[src/rtl/ysyx_24100005_ifu.sv]
// Instruction fetch unit: owns the PC, fetches one word at a time over a
// valid/ready bus, hands it to the core and waits for the core's next PC.
module ysyx_24100005_ifu #(
  parameter logic [31:0] RESET_PC = 32'h8000_0000,
  parameter int          TIMEOUT  = 255
) (
  input  logic        clk,
  input  logic        rst,
  output logic        imem_req_valid,
  input  logic        imem_req_ready,
  output logic [31:0] imem_req_addr,
  input  logic        imem_rsp_valid,
  input  logic [31:0] imem_rsp_data,
  input  logic        imem_rsp_err,
  output logic        inst_valid,
  input  logic        inst_ready,
  output logic [31:0] inst,
  output logic [31:0] pc,
  output logic        inst_err,
  input  logic        npc_valid,
  input  logic [31:0] npc,
  output logic [31:0] fetch_cnt
);

  typedef enum logic [2:0] {
    S_IDLE,
    S_REQ,
    S_WAIT,
    S_OUT,
    S_NEXT
  } state_t;

  localparam logic [7:0] TO_LAST = 8'(TIMEOUT - 1);

  state_t      r_state;
  logic [7:0]  r_to_cnt;
  logic [31:0] r_pc;
  logic [31:0] r_inst;
  logic        r_inst_err;
  logic [31:0] r_fetch_cnt;
  logic        w_take_npc;

  // The core's next PC is only honoured once the current word is consumed.
  assign w_take_npc = npc_valid &&
                      (((r_state == S_OUT) && inst_ready) || (r_state == S_NEXT));

  always_ff @(posedge clk or negedge rst) begin
    if (!rst) begin
      r_state     <= S_IDLE;
      r_to_cnt    <= '0;
      r_pc        <= RESET_PC;
      r_inst      <= '0;
      r_inst_err  <= 1'b0;
      r_fetch_cnt <= '0;
    end else begin
      // NOTE: non-blocking assignments let the redirect block below override
      // the per-state next-state choice; the last assignment in the block wins.
      unique case (r_state)
        S_IDLE: r_state <= S_REQ;
        S_REQ: begin
          if (imem_req_ready) begin
            r_state  <= S_WAIT;
            r_to_cnt <= '0;
          end
        end
        S_WAIT: begin
          if (imem_rsp_valid) begin
            r_inst     <= imem_rsp_data;
            r_inst_err <= imem_rsp_err;
            r_state    <= S_OUT;
          end else begin
            r_to_cnt <= r_to_cnt + 8'd1;
            if (r_to_cnt == TO_LAST) begin
              r_inst     <= '0;
              r_inst_err <= 1'b1;
              r_state    <= S_OUT;
            end
          end
        end
        S_OUT: begin
          if (inst_ready) begin
            r_fetch_cnt <= r_fetch_cnt + 32'd1;
            if (!npc_valid) r_state <= S_NEXT;
          end
        end
        S_NEXT: ;
        default: r_state <= S_IDLE;
      endcase

      // Misaligned targets fault locally without touching the bus.
      if (w_take_npc) begin
        r_pc <= npc;
        if (npc[1:0] == 2'b00) begin
          r_state <= S_REQ;
        end else begin
          r_state    <= S_OUT;
          r_inst     <= '0;
          r_inst_err <= 1'b1;
        end
      end
    end
  end

  assign imem_req_valid = (r_state == S_REQ);
  assign inst_valid     = (r_state == S_OUT);
  assign imem_req_addr  = r_pc;
  assign pc             = r_pc;
  assign inst           = r_inst;
  assign inst_err       = r_inst_err;
  assign fetch_cnt      = r_fetch_cnt;

endmodule

[config.mk]
export PLATFORM = sky130hd
export DESIGN_NAME = ysyx_24100005_ifu
export DESIGN_NICKNAME = d
export VERILOG_FILES = /design/src/rtl/ysyx_24100005_ifu.sv
export SDC_FILE = /design/constraint.sdc
export NUM_CORES = 1
export LEC_CHECK = 0
export ABC_AREA = 1
export BUFFER_PORTS_ARGS = -buffer_cell sky130_fd_sc_hd__buf_2
export CAP_MARGIN = 0
export CORE_UTILIZATION = 50
export DETAILED_ROUTE_END_ITERATION = 8
export PLACE_DENSITY_LB_ADDON = 0.12
export SYNTH_ARGS = -nofsm -noshare
export SYNTH_HDL_FRONTEND = slang
export SYNTH_SLANG_ARGS = --single-unit
[constraint.sdc]
create_clock -name clk -period 1.7 [get_ports clk]
set_input_delay 0 -clock clk [delete_from_list [all_inputs] [get_ports clk]]
set_output_delay 0 -clock clk [all_outputs]
set_load 0.05 [all_outputs]
=== Word-level counts from Yosys, hierarchy flattened ===
Index checks and enable logic that the tools add are counted.

* Flip-flop bits (word level): 108
* Input port bits: 71

* Add/subtract/negate cells: 2
* Eq/ne operators: 12
* Muxes and demuxes: 21
* Reduce and logical (&&, ||, !) cells: 9

{| class="wikitable"
|+ Operators with widths
! operator !! count
|-
| $mux W32 || 5
|-
| $add A32 B1 Y32 const B || 1
|-
| $mux W3 || 6
|-
| $mux W8 || 2
|-
| $pmux W8 S2 || 1
|-
| $pmux W3 S5 || 1
|-
| $add A8 B1 Y8 const B || 1
|-
| $eq A8 B8 Y1 const B || 1
|-
| $eq A3 B2 Y1 const B || 2
|-
| $ne A3 B1 Y1 const B || 2
|-
| $mux W1 || 5
|-
| $reduce_and A5 Y1 || 1
|-
| $ne A2 B2 Y1 const B || 2
|-
| $ne A4 B4 Y1 const B || 1
|-
| $eq A3 B1 Y1 const B || 1
|-
| $eq A3 B3 Y1 const B || 1
|-
| $logic_not A3 Y1 || 1
|-
| $ne A3 B2 Y1 const B || 1
|-
| $reduce_and A3 Y1 || 1
|-
| $logic_and A1 B1 Y1 || 2
|-
| $logic_not A2 Y1 || 1
|-
| $mux W2 || 1
|-
| $ne A2 B1 Y1 const B || 1
|-
| $reduce_and A2 Y1 || 1
|-
| other kinds (2) || 2
|}

=== Depth between registers and ports, before layout ===
* Depth after elaboration: 6
* Mapped depth: 10

=== Worst setup path after synthesis ===
No wires, ideal clock.

* Path type: register to register
* Start point: register r_state[2]
* End point: register r_to_cnt[7]
* Setup time: 128 ps
* Arrival: 1781 ps
* Setup slack: -209 ps
* Stages on the path, launching flop included: 9
* Cell sequence: dfrtp_1 -> inv_1 -> nand2_1 -> nor2_1 -> nand2_1 -> nand2_1 -> inv_1 -> nand2_2 -> o21ai_0

* Longest elaborated chain between the ends: 3
* Elaborated cells on any way between the ends: 7
* Classes of those cells: eq/ne (4); mux (1); reduce/logical (2)

{| class="wikitable"
|+ RTL lines
! element !! RTL line !! RTL
|-
| start: declaration || 35 || <nowiki>state_t r_state;</nowiki>
|-
| start signal: assignment || 49 || <nowiki>r_state <= S_IDLE;</nowiki>
|-
| start signal: assignment || 59 || <nowiki>S_IDLE: r_state <= S_REQ;</nowiki>
|-
| start signal: assignment || 62 || <nowiki>r_state <= S_WAIT;</nowiki>
|-
| $eq A3 B1 Y1 * || - ||
|-
| net imem_req_valid || 9 || <nowiki>output logic imem_req_valid,</nowiki>
|-
| $ne A2 B1 Y1 (no line) / $reduce_bool A2 Y1 (equally long branches) || - ||
|-
| $reduce_and A3 Y1 (no line) || - ||
|-
| end signal: assignment || 72 || <nowiki>r_to_cnt <= r_to_cnt + 8'd1;</nowiki>
|-
| end: declaration || 36 || <nowiki>logic [7:0] r_to_cnt;</nowiki>
|}

The timed path passes the listed nets; every way through them passes the cells marked *.
A chain may end at the register's enable or synchronous reset.

=== Worst setup path in the final report ===
* Start point: register r_state[0]
* End point: register r_inst[31] (netlist: inst[31])

* Longest elaborated chain between the ends: 5
* Elaborated cells on any way between the ends: 9
* Classes of those cells: eq/ne (3); mux (3); reduce/logical (3)

{| class="wikitable"
|+ RTL lines
! element !! RTL line !! RTL
|-
| $eq A3 B2 Y1 || 45 || <nowiki>(((r_state == S_OUT) && inst_ready) || (r_state == S_NEXT));</nowiki>
|-
| $logic_and A1 B1 Y1 || 45 ||
|-
| $logic_or A1 B1 Y1 || 45 ||
|-
| $logic_and A1 B1 Y1 || 44 || <nowiki>assign w_take_npc = npc_valid &&</nowiki>
|-
| $mux W32 * || 91 || <nowiki>if (w_take_npc) begin</nowiki>
|-
| end signal: assignment || 68 || <nowiki>r_inst <= imem_rsp_data;</nowiki>
|-
| end: declaration || 38 || <nowiki>logic [31:0] r_inst;</nowiki>
|}

Every way passes the cells marked *; elsewhere a longest branch is shown, timed or not.

==> results.txt <==
The cell area that synthesis handed to floorplanning was 0.005354 mm². The fraction of layout instances using a drive strength above 1 came out at 0.2767. The maximum number of pins on one net before global-route repair is 41. The full die area is 0.01113 mm². The number of nets in the layout came out at 1023.

The per-cell via count in the routed design is 4.950. The average cell area after synthesis is 7.670 µm². Clock tree synthesis selected as its root buffer the cell clkbuf_8. The total power after layout came out at 12470 µW. At the end of routability-driven placement, the weighted congestion stood at 0.9192. The static leakage came out at 0.003915 µW.

Data arrives at the worst endpoint at 1.88 ns. The shortest period the worst path allows came out at 1.589 ns. The initial antenna violation count came out at 0. The headroom to the max-slew limit is 0.6206. The number of I/O port buffers is 201. After detailed routing, the total wire length is 15280 µm. The data required time of the worst path came out at 1.99 ns. The worst voltage drop across the vdd grid came out at 2.032 mV. The total clock buffers created by CTS came out at 9. The HPWL after detailed placement is 10180 µm. Prior to clock tree synthesis, the placed netlist has a worst setup slack of 0.08676 ns.

For this run the aggregate overflow at the end of global routing stands at 0. The global-route wire length before repair is 25390 µm. After layout, the worst setup slack is 0.1110 ns. The number of global-route vias before repair came out at 5402.

The power density over the cells is 1710 mW/mm². The total area inside the core boundary comes to 0.01037 mm². The via total after detailed routing is 5395.

The met2 routing resource usage after global routing came out at 0.5019. The TritonCTS sink count came out at 108. The number of setup violations in the final report came out at 0. The antenna diode instance count came out at 0. The met1 track demand over resource is 0.3497. The DRC marker count from the first detailed-route iteration came out at 271. The number of placement rows is 37. The largest driver fanout on the critical path is 32. The slew at the pin closest to its max-slew limit is 0.5682 ns.

The number of warnings reported in the yosys synthesis log is 0. Of the available clock period, the critical path in the final layout requires 0.9347. The H-tree was split into 3 levels.

The fmax is 0.6293 GHz. STA classifies the critical path endpoint as a register. The unique cell type count in the Yosys netlist is 26. The layer with the highest usage is met2. The max-slew violation count came out at 0.

The maximum root-to-sink buffer count came out at 2. The clock insertion delay at the later pin of the skew report came out at 0.38 ns. The number of max-cap violations is 0.

The kind of critical path is register to register. The residual antenna-violating net count after detailed routing came out at 0. The initial cell density of the core came out at 0.5163.

The number of instances in the synthesized netlist is 698. The sequential element share of the synthesized area is 0.5050. Measured along the y axis, the die boundary spans 105.5 µm.

Including well taps, the total number of placed cells is 1001. The final worst clock skew came out at 0.01509 ns. The met3 routing resource usage after global routing is 0.04947. From left edge to right edge, the die measures 105.5 µm. The boundary pin count is 202. TritonCTS built the clock tree.

The worst hold path belongs to the class primary input to register. The growth of design area from synthesis to finish is 36.25%. The flow ran to the end, and the final reports show no timing, DRC or antenna violations.

STA classifies the critical path startpoint as a register. The net count of the mapped netlist is 772. The routed length per placed instance is 14.02 µm. The flip-flop and latch count after synthesis came out at 108. The clock-pin slew on the worst setup and hold paths is 0.11 ns. The hold violation count in the final report is 0.

The detailed-routing iteration count for the pre-antenna-repair pass is 6. The aggregate global-route resource usage is 0.2897. The remaining routing DRC violations is 0. For this run, the number of standard cells in the final layout without fillers is 1090.
==> cell usage after synthesis <==
cell,number,share of area
clkinv_1,1,0.00070
ha_1,3,0.0070
a21oi_4,1,0.0030
dfrtp_1,107,0.50
inv_2,4,0.0028
or2_2,1,0.0012
inv_1,42,0.029
nor4_1,1,0.0012
nor2_1,62,0.043
dfstp_2,1,0.0049
o21ai_0,9,0.0084
xnor2_1,3,0.0049
nand3_1,27,0.025
nor2_2,2,0.0023
buf_1,1,0.00070
nand2_1,317,0.22
nand4_1,5,0.0058
xor2_1,16,0.026
nand4_4,1,0.0040
clkbuf_1,6,0.0042
buf_4,36,0.050
buf_2,6,0.0056
nand3b_1,6,0.0084
nand2_2,1,0.0012
a21oi_1,35,0.033
nor3_1,4,0.0037
==> flip-flops by register name, summed over array words and instances (netlist names) <==
name / flops
r_to_cnt: 8
inst: 32
fetch_cnt: 32
inst_err: 1
r_state: 3
imem_req_addr: 32
==> cell families after synthesis <==
kind of cell / count (synthesis) / share of synthesized area
xor+xnor: 19 / 0.03108
flops: 108 / 0.5050
fa+ha+maj: 3 / 0.007012
simple gates: 427 / 0.3188
buf+inv: 96 / 0.09394
compound gates: 45 / 0.04417
==> metrics by stage <==
step / setup TNS, ns / util / hold WS [ns] / area [µm²]
CTS: 0 / 0.6970 / 0.07155 / 7228
detailed placement: 0 / 0.6156 / 0.02224 / 6384
global route: -0.1899 / 0.7034 / 0.1352 / 7295
global placement: 0 / 0.6156 / 0.01520 / 6384
floorplan: 0 / - / -0.2956 / 5369
finish: 0 / 0.7034 / 0.07943 / 7295
==> power breakdown <==
part           internal [µW]  total [µW]  switching, µW
clock                    539        1410            872
sequential              3360        3990            624
combinational           1580        7070           5490
==> cell usage in the layout (no fill, tap or decap), types with 4 or more instances in the layout <==
cell type      Yosys  routed
inv_2              4       5
inv_1             42      41
nand2_1          317     315
xor2_1            16      16
buf_2              6     200
dfrtp_2            0       8
nand3b_1           6       6
nand3_1           27      27
dfrtp_1          107      99
buf_12             0       4
dlygate4sd3_1      0      68
nor2_2             2       8
nor3_1             4       4
buf_4             36      16
nand4_1            5       5
clkbuf_8           0       9
o21ai_0            9       9
a21oi_1           35      35
nor2_1            62      55
==> final cells by class <==
| type | count | area [µm²] |
|---|---|---|
| clock buffers | 12 | 135.1 |
| clock inverters | 4 | 28.78 |
| fillers | 821 | 3075 |
| inverters | 47 | 176.4 |
| multi-input cells | 494 | 2177 |
| flip-flops and latches | 108 | 2714 |
| well taps | 136 | 170.2 |
| repair buffers | 289 | 1893 |
==> critical path: stages (launching register included) <==
cell     delay (ns)
dfrtp_2        0.48
nor2_2         0.14
nand2_2        0.09
inv_2          0.12
nand2_1        0.13
inv_2          0.09
buf_12         0.17
nand2_1        0.10
a21oi_1        0.17
==> per-layer routing <==
| metal | up-vias | part of all wire |
|---|---|---|
| met5 | - | 0 |
| met4 | 0 | 0.032 |
| met1 | 2534 | 0.40 |
| met2 | 199 | 0.51 |
| li1 | 2618 | - |
| met3 | 44 | 0.049 |
==> repair_timing <==
item / 4_1_cts / 5_1_grt
setup buffers: 0 / 5
gates resized for setup: 0 / 12
hold buffers: 68 / 0
endpoints found under the setup margin: 0 / 50
hold endpoints to repair: 104 / 0
==> worst paths after layout <==
kind	start	end	slack [ns]	cells after the start
hold / removal	imem_rsp_valid	inst_err	0.08	4
hold reg to reg	imem_req_addr[31]	imem_req_addr[31]	0.48	2
max in group asynchronous	rst	imem_req_addr[11]	0.95	3
setup / recovery	r_state[0]	inst[31]	0.11	8
setup reg to reg	r_state[0]	inst[31]	0.11	8
min in group asynchronous	rst	imem_req_addr[25]	0.14	2
No activity file was read; power rests on OpenSTA's default activity.
